===== config.mk =====
export PLATFORM = sky130hd
export DESIGN_NAME = bin_dot_accum
export DESIGN_NICKNAME = d
export VERILOG_FILES = /design/src/rtl/bin_dot_accum.sv
export SDC_FILE = /design/constraint.sdc
export NUM_CORES = 2
export LEC_CHECK = 0
export ABC_AREA = 1
export CAP_MARGIN = 20
export CELL_PAD_IN_SITES_DETAIL_PLACEMENT = 1
export CELL_PAD_IN_SITES_GLOBAL_PLACEMENT = 1
export CORE_MARGIN = 3
export CORE_UTILIZATION = 47
export DETAILED_ROUTE_END_ITERATION = 16
export DONT_BUFFER_PORTS = 1
export PLACE_DENSITY = 0.88
export SKIP_CTS_REPAIR_TIMING = 1
export SYNTH_ARGS = -nofsm -noshare
export SYNTH_HDL_FRONTEND = slang
export SYNTH_SLANG_ARGS = --single-unit

===== constraint.sdc =====
create_clock -name clk -period 28.9 [get_ports clk]
set_input_delay 8.67 -clock clk [delete_from_list [all_inputs] [get_ports clk]]
set_output_delay 8.67 -clock clk [all_outputs]
set_load 0.05 [all_outputs]

===== src/rtl/bin_dot_accum.sv =====
// Binary-weight (+/-1) dot-product engine: per-lane sign stage, registered adder
// tree and multi-beat accumulator. Define BIN_DOT_SAT_EN for the saturating build.

module bin_dot_lane #(
  parameter int DATA_W = 16,
  parameter int ACC_W  = 32
) (
  input  logic [DATA_W-1:0] x,
  input  logic              w,
  output logic [ACC_W-1:0]  p
);
  logic [ACC_W-1:0] ext;

  // Negate after widening so -2^(DATA_W-1) stays exact.
  assign ext = {{(ACC_W-DATA_W){x[DATA_W-1]}}, x};
  assign p   = w ? ext : -ext;
endmodule

module bin_dot_accum #(
  parameter int LANES  = 16,
  parameter int DATA_W = 16,
  parameter int ACC_W  = 32
) (
  input  logic                         clk,
  input  logic                         rst,
  input  logic                         in_valid,
  output logic                         in_ready,
  input  logic [LANES-1:0][DATA_W-1:0] in_data,
  input  logic [LANES-1:0]             in_weights,
  input  logic                         in_last,
  output logic                         out_valid,
  input  logic                         out_ready,
  output logic [DATA_W-1:0]            out_data,
  output logic                         out_ovf
);
  localparam int L     = $clog2(LANES);
  localparam int NODES = 2*LANES - 1;

  // Tree nodes stored level by level: level k starts at 2*LANES - 2*(LANES>>k).
  logic [LANES-1:0][ACC_W-1:0] prod;
  logic [NODES-1:0][ACC_W-1:0] node_nxt, node_d, node_q;
  logic [L:0]                  vld_pipe_d, vld_pipe_q, last_pipe_d, last_pipe_q;
  logic [ACC_W-1:0]            acc_d, acc_q, sum;
  logic [DATA_W-1:0]           out_data_d, out_data_q, conv_data;
  logic                        out_valid_d, out_valid_q;
  logic                        adv;

  bin_dot_lane #(.DATA_W(DATA_W), .ACC_W(ACC_W)) u_lane [LANES-1:0] (
    .x (in_data),
    .w (in_weights),
    .p (prod)
  );

  for (genvar i = 0; i < LANES; i++) begin : g_s0
    assign node_nxt[i] = prod[i];
  end

  for (genvar k = 1; k <= L; k++) begin : g_lvl
    localparam int OFF  = 2*LANES - 2*(LANES >> k);
    localparam int POFF = 2*LANES - 2*(LANES >> (k-1));
    for (genvar i = 0; i < (LANES >> k); i++) begin : g_add
      assign node_nxt[OFF+i] = node_q[POFF+2*i] + node_q[POFF+2*i+1];
    end
  end

  assign sum = acc_q + node_q[NODES-1];

`ifdef BIN_DOT_SAT_EN
  localparam logic signed [ACC_W-1:0] SAT_MAX = {{(ACC_W-DATA_W+1){1'b0}}, {(DATA_W-1){1'b1}}};
  localparam logic signed [ACC_W-1:0] SAT_MIN = {{(ACC_W-DATA_W+1){1'b1}}, {(DATA_W-1){1'b0}}};
  logic conv_ovf, out_ovf_d, out_ovf_q;

  always_comb begin
    conv_ovf  = 1'b0;
    conv_data = sum[DATA_W-1:0];
    if ($signed(sum) > SAT_MAX) begin
      conv_ovf  = 1'b1;
      conv_data = SAT_MAX[DATA_W-1:0];
    end else if ($signed(sum) < SAT_MIN) begin
      conv_ovf  = 1'b1;
      conv_data = SAT_MIN[DATA_W-1:0];
    end
  end

  always_comb begin
    out_ovf_d = out_ovf_q;
    if (adv && vld_pipe_q[L] && last_pipe_q[L]) out_ovf_d = conv_ovf;
  end

  always_ff @(posedge clk or posedge rst) begin
    if (rst) out_ovf_q <= 1'b0;
    else     out_ovf_q <= out_ovf_d;
  end

  assign out_ovf = out_ovf_q;
`else
  assign conv_data = sum[DATA_W-1:0];
  assign out_ovf   = 1'b0;
`endif

  // One stall point: a held result freezes the whole pipe, accumulator included.
  assign adv = !(out_valid_q && !out_ready);

  always_comb begin
    node_d      = node_q;
    vld_pipe_d  = vld_pipe_q;
    last_pipe_d = last_pipe_q;
    acc_d       = acc_q;
    out_data_d  = out_data_q;
    out_valid_d = out_valid_q && !out_ready;
    if (adv) begin
      node_d      = node_nxt;
      vld_pipe_d  = {vld_pipe_q[L-1:0], in_valid};
      last_pipe_d = {last_pipe_q[L-1:0], in_valid && in_last};
      if (vld_pipe_q[L]) begin
        if (last_pipe_q[L]) begin
          acc_d       = '0;
          out_data_d  = conv_data;
          out_valid_d = 1'b1;
        end else begin
          acc_d = sum;
        end
      end
    end
  end

  always_ff @(posedge clk or posedge rst) begin
    if (rst) begin
      node_q      <= '0;
      vld_pipe_q  <= '0;
      last_pipe_q <= '0;
      acc_q       <= '0;
      out_data_q  <= '0;
      out_valid_q <= 1'b0;
    end else begin
      node_q      <= node_d;
      vld_pipe_q  <= vld_pipe_d;
      last_pipe_q <= last_pipe_d;
      acc_q       <= acc_d;
      out_data_q  <= out_data_d;
      out_valid_q <= out_valid_d;
    end
  end

  assign in_ready  = adv;
  assign out_valid = out_valid_q;
  assign out_data  = out_data_q;
endmodule

# Word level (Yosys, flattened, before mapping)
# Cells that the tools add are included.
# totals
register_bits	1051
out_inout_bits	19
word_cells	95
inputBits	277
# op_classes
add_sub_neg	32
n_reduce_logical	6
bitwise_logic	1
mux	20
# op_table
cell	n
$mux 32	17
$add 32x32->32	16
$neg 32->32	16
$mux 1	3
$reduce_and 3->1	1
$logic_and 1x1->1	2
$logic_not 1->1	2
$reduce_and 2->1	1
$not 1->1	1

# Logic depth before layout (Yosys ltp)
# depth
word_depth	4
depth_mapped	13
depth_no_buf	13

# Cells and area by module
# Synthesis repeated with hierarchy kept, for this count alone.
# unflattened
cells_unflattened	6856
hier_area_um2	44415.1
# by_module_without_submodules
module	seq_area_each_um2	cells_each	instances	area_each_um2
bin_dot_accum	13487.9	4948	1	34110.2
bin_dot_lane (u_lane[15] ...)	0.0	120	10	631.9
bin_dot_lane (u_lane[0] ...)	0.0	118	6	664.4

# Least setup slack after synthesis
# No wires, ideal clock.
# synth_path
path_kind	input-to-output
start	in out_ready
end	out in_ready
stages	5
setup_slack_ps	10829
required_time_ps	20230
arrival_ps	9401
path_buffers	3
cell_sequence	nor2_2 > buf_4 > inv_2 > buf_2 > buf_2
# synth_via
elab_chain_cells	3
# synth_rtl
item	line_no	text
start: declaration	32	input logic out_ready,
$logic_not 1->1	102	assign adv = !(out_valid_q && !out_ready);
$logic_and 1x1->1	102	
$logic_not 1->1	102	
end: declaration	27	output logic in_ready,
# Every way passes these cells.

# Worst setup path after layout
# Ends and elaborated chain as after synthesis.

==> results.cfg <==
[outcome]
status = finished clean

[route]
drt-initial-drc-count = 1673
wl_met1_um = 52200
top_layer_used = met4
routed-wl-met2_um = 57900
wl_per_cell_um = 16.6
wl_um = 117000
vias_per_cell = 5.34
firstDrtPassIters = 7
final_antenna_net_count = 0
via_count = 37769
drc_errors = 0
wl_met3_um = 4410

[sta]
fmax_mhz = 54.3
fin_crit_sh_pct = 63.8
setup_slack_ns = 10.47
setup_viol = 0
drv_slew = 0
rsz0062_at_grt = no
period_needed_ns = 18.43
tightest_slew_ns = 0.977
hold_viol = 0
finalClockSkew_ns = 0.0289
tns_ns = 0
hold-worst-slack_ns = 0.478
slew_headroom_pct = 34.6

[logic_synthesis]
postSynth.asyncResetShare_pct = 100
synth-xor-area-share_pct = 3.98
synth_warnings = 0
synth-edff-count = 0
yosys.area.top_type_share_pct = 34.0
syn_nets = 6552
yosys.area_share.simple_pct = 36.6
synth_mux_area_share_pct = 0
synth_compound_area_share_pct = 6.59
ys_ff_latch = 539
synthAdderAreaFrac_pct = 8.89
synth_top_cell_by_area = dfrtp_1
synth_top_family_by_area = simple AND/OR/NAND/NOR gates
synth_area_mm2 = 0.0396
post_synth.cell_area_avg_um2 = 6.60
yosysSeqAreaShare_pct = 34.0
synthTopCellsByArea = dfrtp_1, nand2_1, ha_1, inv_1, nand3_1
syn_inst = 6003
synthDistinctLibCells = 36
synth-main-ff-cell = dfrtp_1

[clock_tree]
cts.htree.levels = 3
clk_pin_slew_ns = 0.06
cts_made_buffers = 69
max-clock-path-buffers = 3
clk_latency_ns = 0.62
cts_tree = built
clock_sinks = 539
cts-root-buf = clkbuf_16

[floorplanning]
std_cell_rows = 105
start_util_pct = 47.9
die_h_um = 296
die_w_um = 296
io_pins = 296
die-area_mm2 = 0.0879
core_region_area_mm2 = 0.0828

[critical_path]
cp-end-kind = primary output
cp_data_arrival_time_ns = 9.76
timing_worst_setup_path_type = in -> out
crit_fanout = 80
cpMaxStageDelayCell = buf_4
crit_path_start_kind = input pin
path_cells = nor2_4, buf_4, inv_8
cp_top_family = buffers and inverters
r2r_start = out_valid
critPathRequiredTime_ns = 20.23
r2r_cells = 7
critical_path_buf_inv_count = 2
rrSetupSlack_ns = 24.37
reg2reg_to = node_q[262]
cpPeakStageDelay_ns = 0.59

[placement]
dp_worst_setup_slack_ns = 10.47
dp_hpwl_um = 88400
port_buffers = 0
gp_congestion = 0.888
dp_cells = 6951

[layout]
syn2layout_area_growth_pct = 8.05
fillers = 11125
finalNonFillerCells = 7078
final_layout_size_suffix_gt1_share_pct = 3.20
diodes = 0
final_net_count = 6502

[worst_hold_path]
hold_start = last_pipe_q[2]
hp-class = reg -> reg
hold_depth = 2
worstHoldEndpoint = last_pipe_q[3]

[global_routing]
grt_pass1_vias = 39788
grtUsageTotal_pct = 26.7
grt_pass1_wl_um = 195000
grt_overflow_total = 0
antenna_found_initial = 0
grt_start_max_net_pins = 147

[pwr]
ir_drop_mv = 0.0630
p_per_area_mw_per_mm2 = 124
p_leak_nw = 23.6

[flow_run]
drv_cap = 0
where the power goes:
part | total (W) | internal, W | switching, W | leakage, nW
Clock | 0.000927 | 0.000568 | 0.000359 | 1.19
Sequential | 0.00138 | 0.00109 | 0.000292 | 6.30
Combinational | 0.00301 | 0.00106 | 0.00195 | 16.1
tightest hold or removal path: stages, from the launching register on:
cell and delay, ns:
dfrtp_1 0.34, nand2_1 0.06, nand2_1 0.05
logic make-up (layout without fill, tap and decap cells):
logic type | after synthesis | in the layout
AO/OA/AOI/OAI | 516 | 516
XOR/XNOR | 180 | 180
adder cells (fa/ha/maj) | 272 | 272
buffers and inverters | 981 | 986
flip-flops | 539 | 539
other | 1 | 1
AND/OR/NAND/NOR | 3514 | 3514
state kept, by name, indices dropped and copies added, names as in the netlist:
name	count
node_q	496
acc_q	16
out_data	16
last_pipe_q	5
vld_pipe_q	5
out_valid	1
final cells by class:
class                   instances  area, um2  share of cell area [%]
flip-flops and latches        539      13500                    31.5
repair buffers                 17        173                   0.403
multi-input cells            4483      22200                    51.9
well taps                    1070       1340                    3.13
inverters                     843       3180                    7.42
clock buffers                  98       2050                    4.79
clock inverters                28        382                   0.891
Yosys cell counts (all sizes together), types with 16 or more instances:
master  instances
o21ai         280
nand3b         56
and2           16
nand3         563
buf           114
fa             16
nand2        2425
nor3           28
dfrtp         539
or2            60
xor2          126
inv           836
xnor2          54
a21oi         222
nand4          48
nor2          311
ha            256
clkbuf         24
stage by stage:
stage	utilization, %	power [W]	instance area (um2)
after floorplan	-	0.00356	39600
after global placement	48.8	0.00419	40400
after CTS	51.7	0.00536	42800
final	51.7	0.00532	42800
after detailed placement	48.8	0.00436	40400
after global routing	51.7	0.00589	42800
routing by layer:
metal / track usage [%] / vias to the layer above
met3: 3.64 / 181
met5: 0 / -
met1: 33.3 / 18334
met4: 7.39 / 0
met2: 48.3 / 576
li1: - / 18678
how the worst max path moves through the flow:
stage | start | cells past startpoint | slack, ns | end
floorplan | rst | 1 | 5.16 | acc_q[0]
global placement | out_ready | 3 | 10.50 | in_ready
detailed placement | out_ready | 3 | 10.47 | in_ready
CTS | out_ready | 3 | 10.46 | in_ready
global route | out_ready | 3 | 10.36 | in_ready
finish | out_ready | 3 | 10.47 | in_ready
placed cells by master, fill, tap and decap left out, types with 72 or more instances in the layout:
cell / Yosys / routed
a21oi_1: 222 / 222
clkbuf_16: 0 / 72
dfrtp_1: 539 / 539
ha_1: 256 / 256
inv_1: 834 / 833
nand2_1: 2417 / 2417
nand3_1: 563 / 563
nor2_1: 307 / 307
o21ai_0: 245 / 245
xor2_1: 126 / 126
No activity file was read; power rests on OpenSTA's default activity.
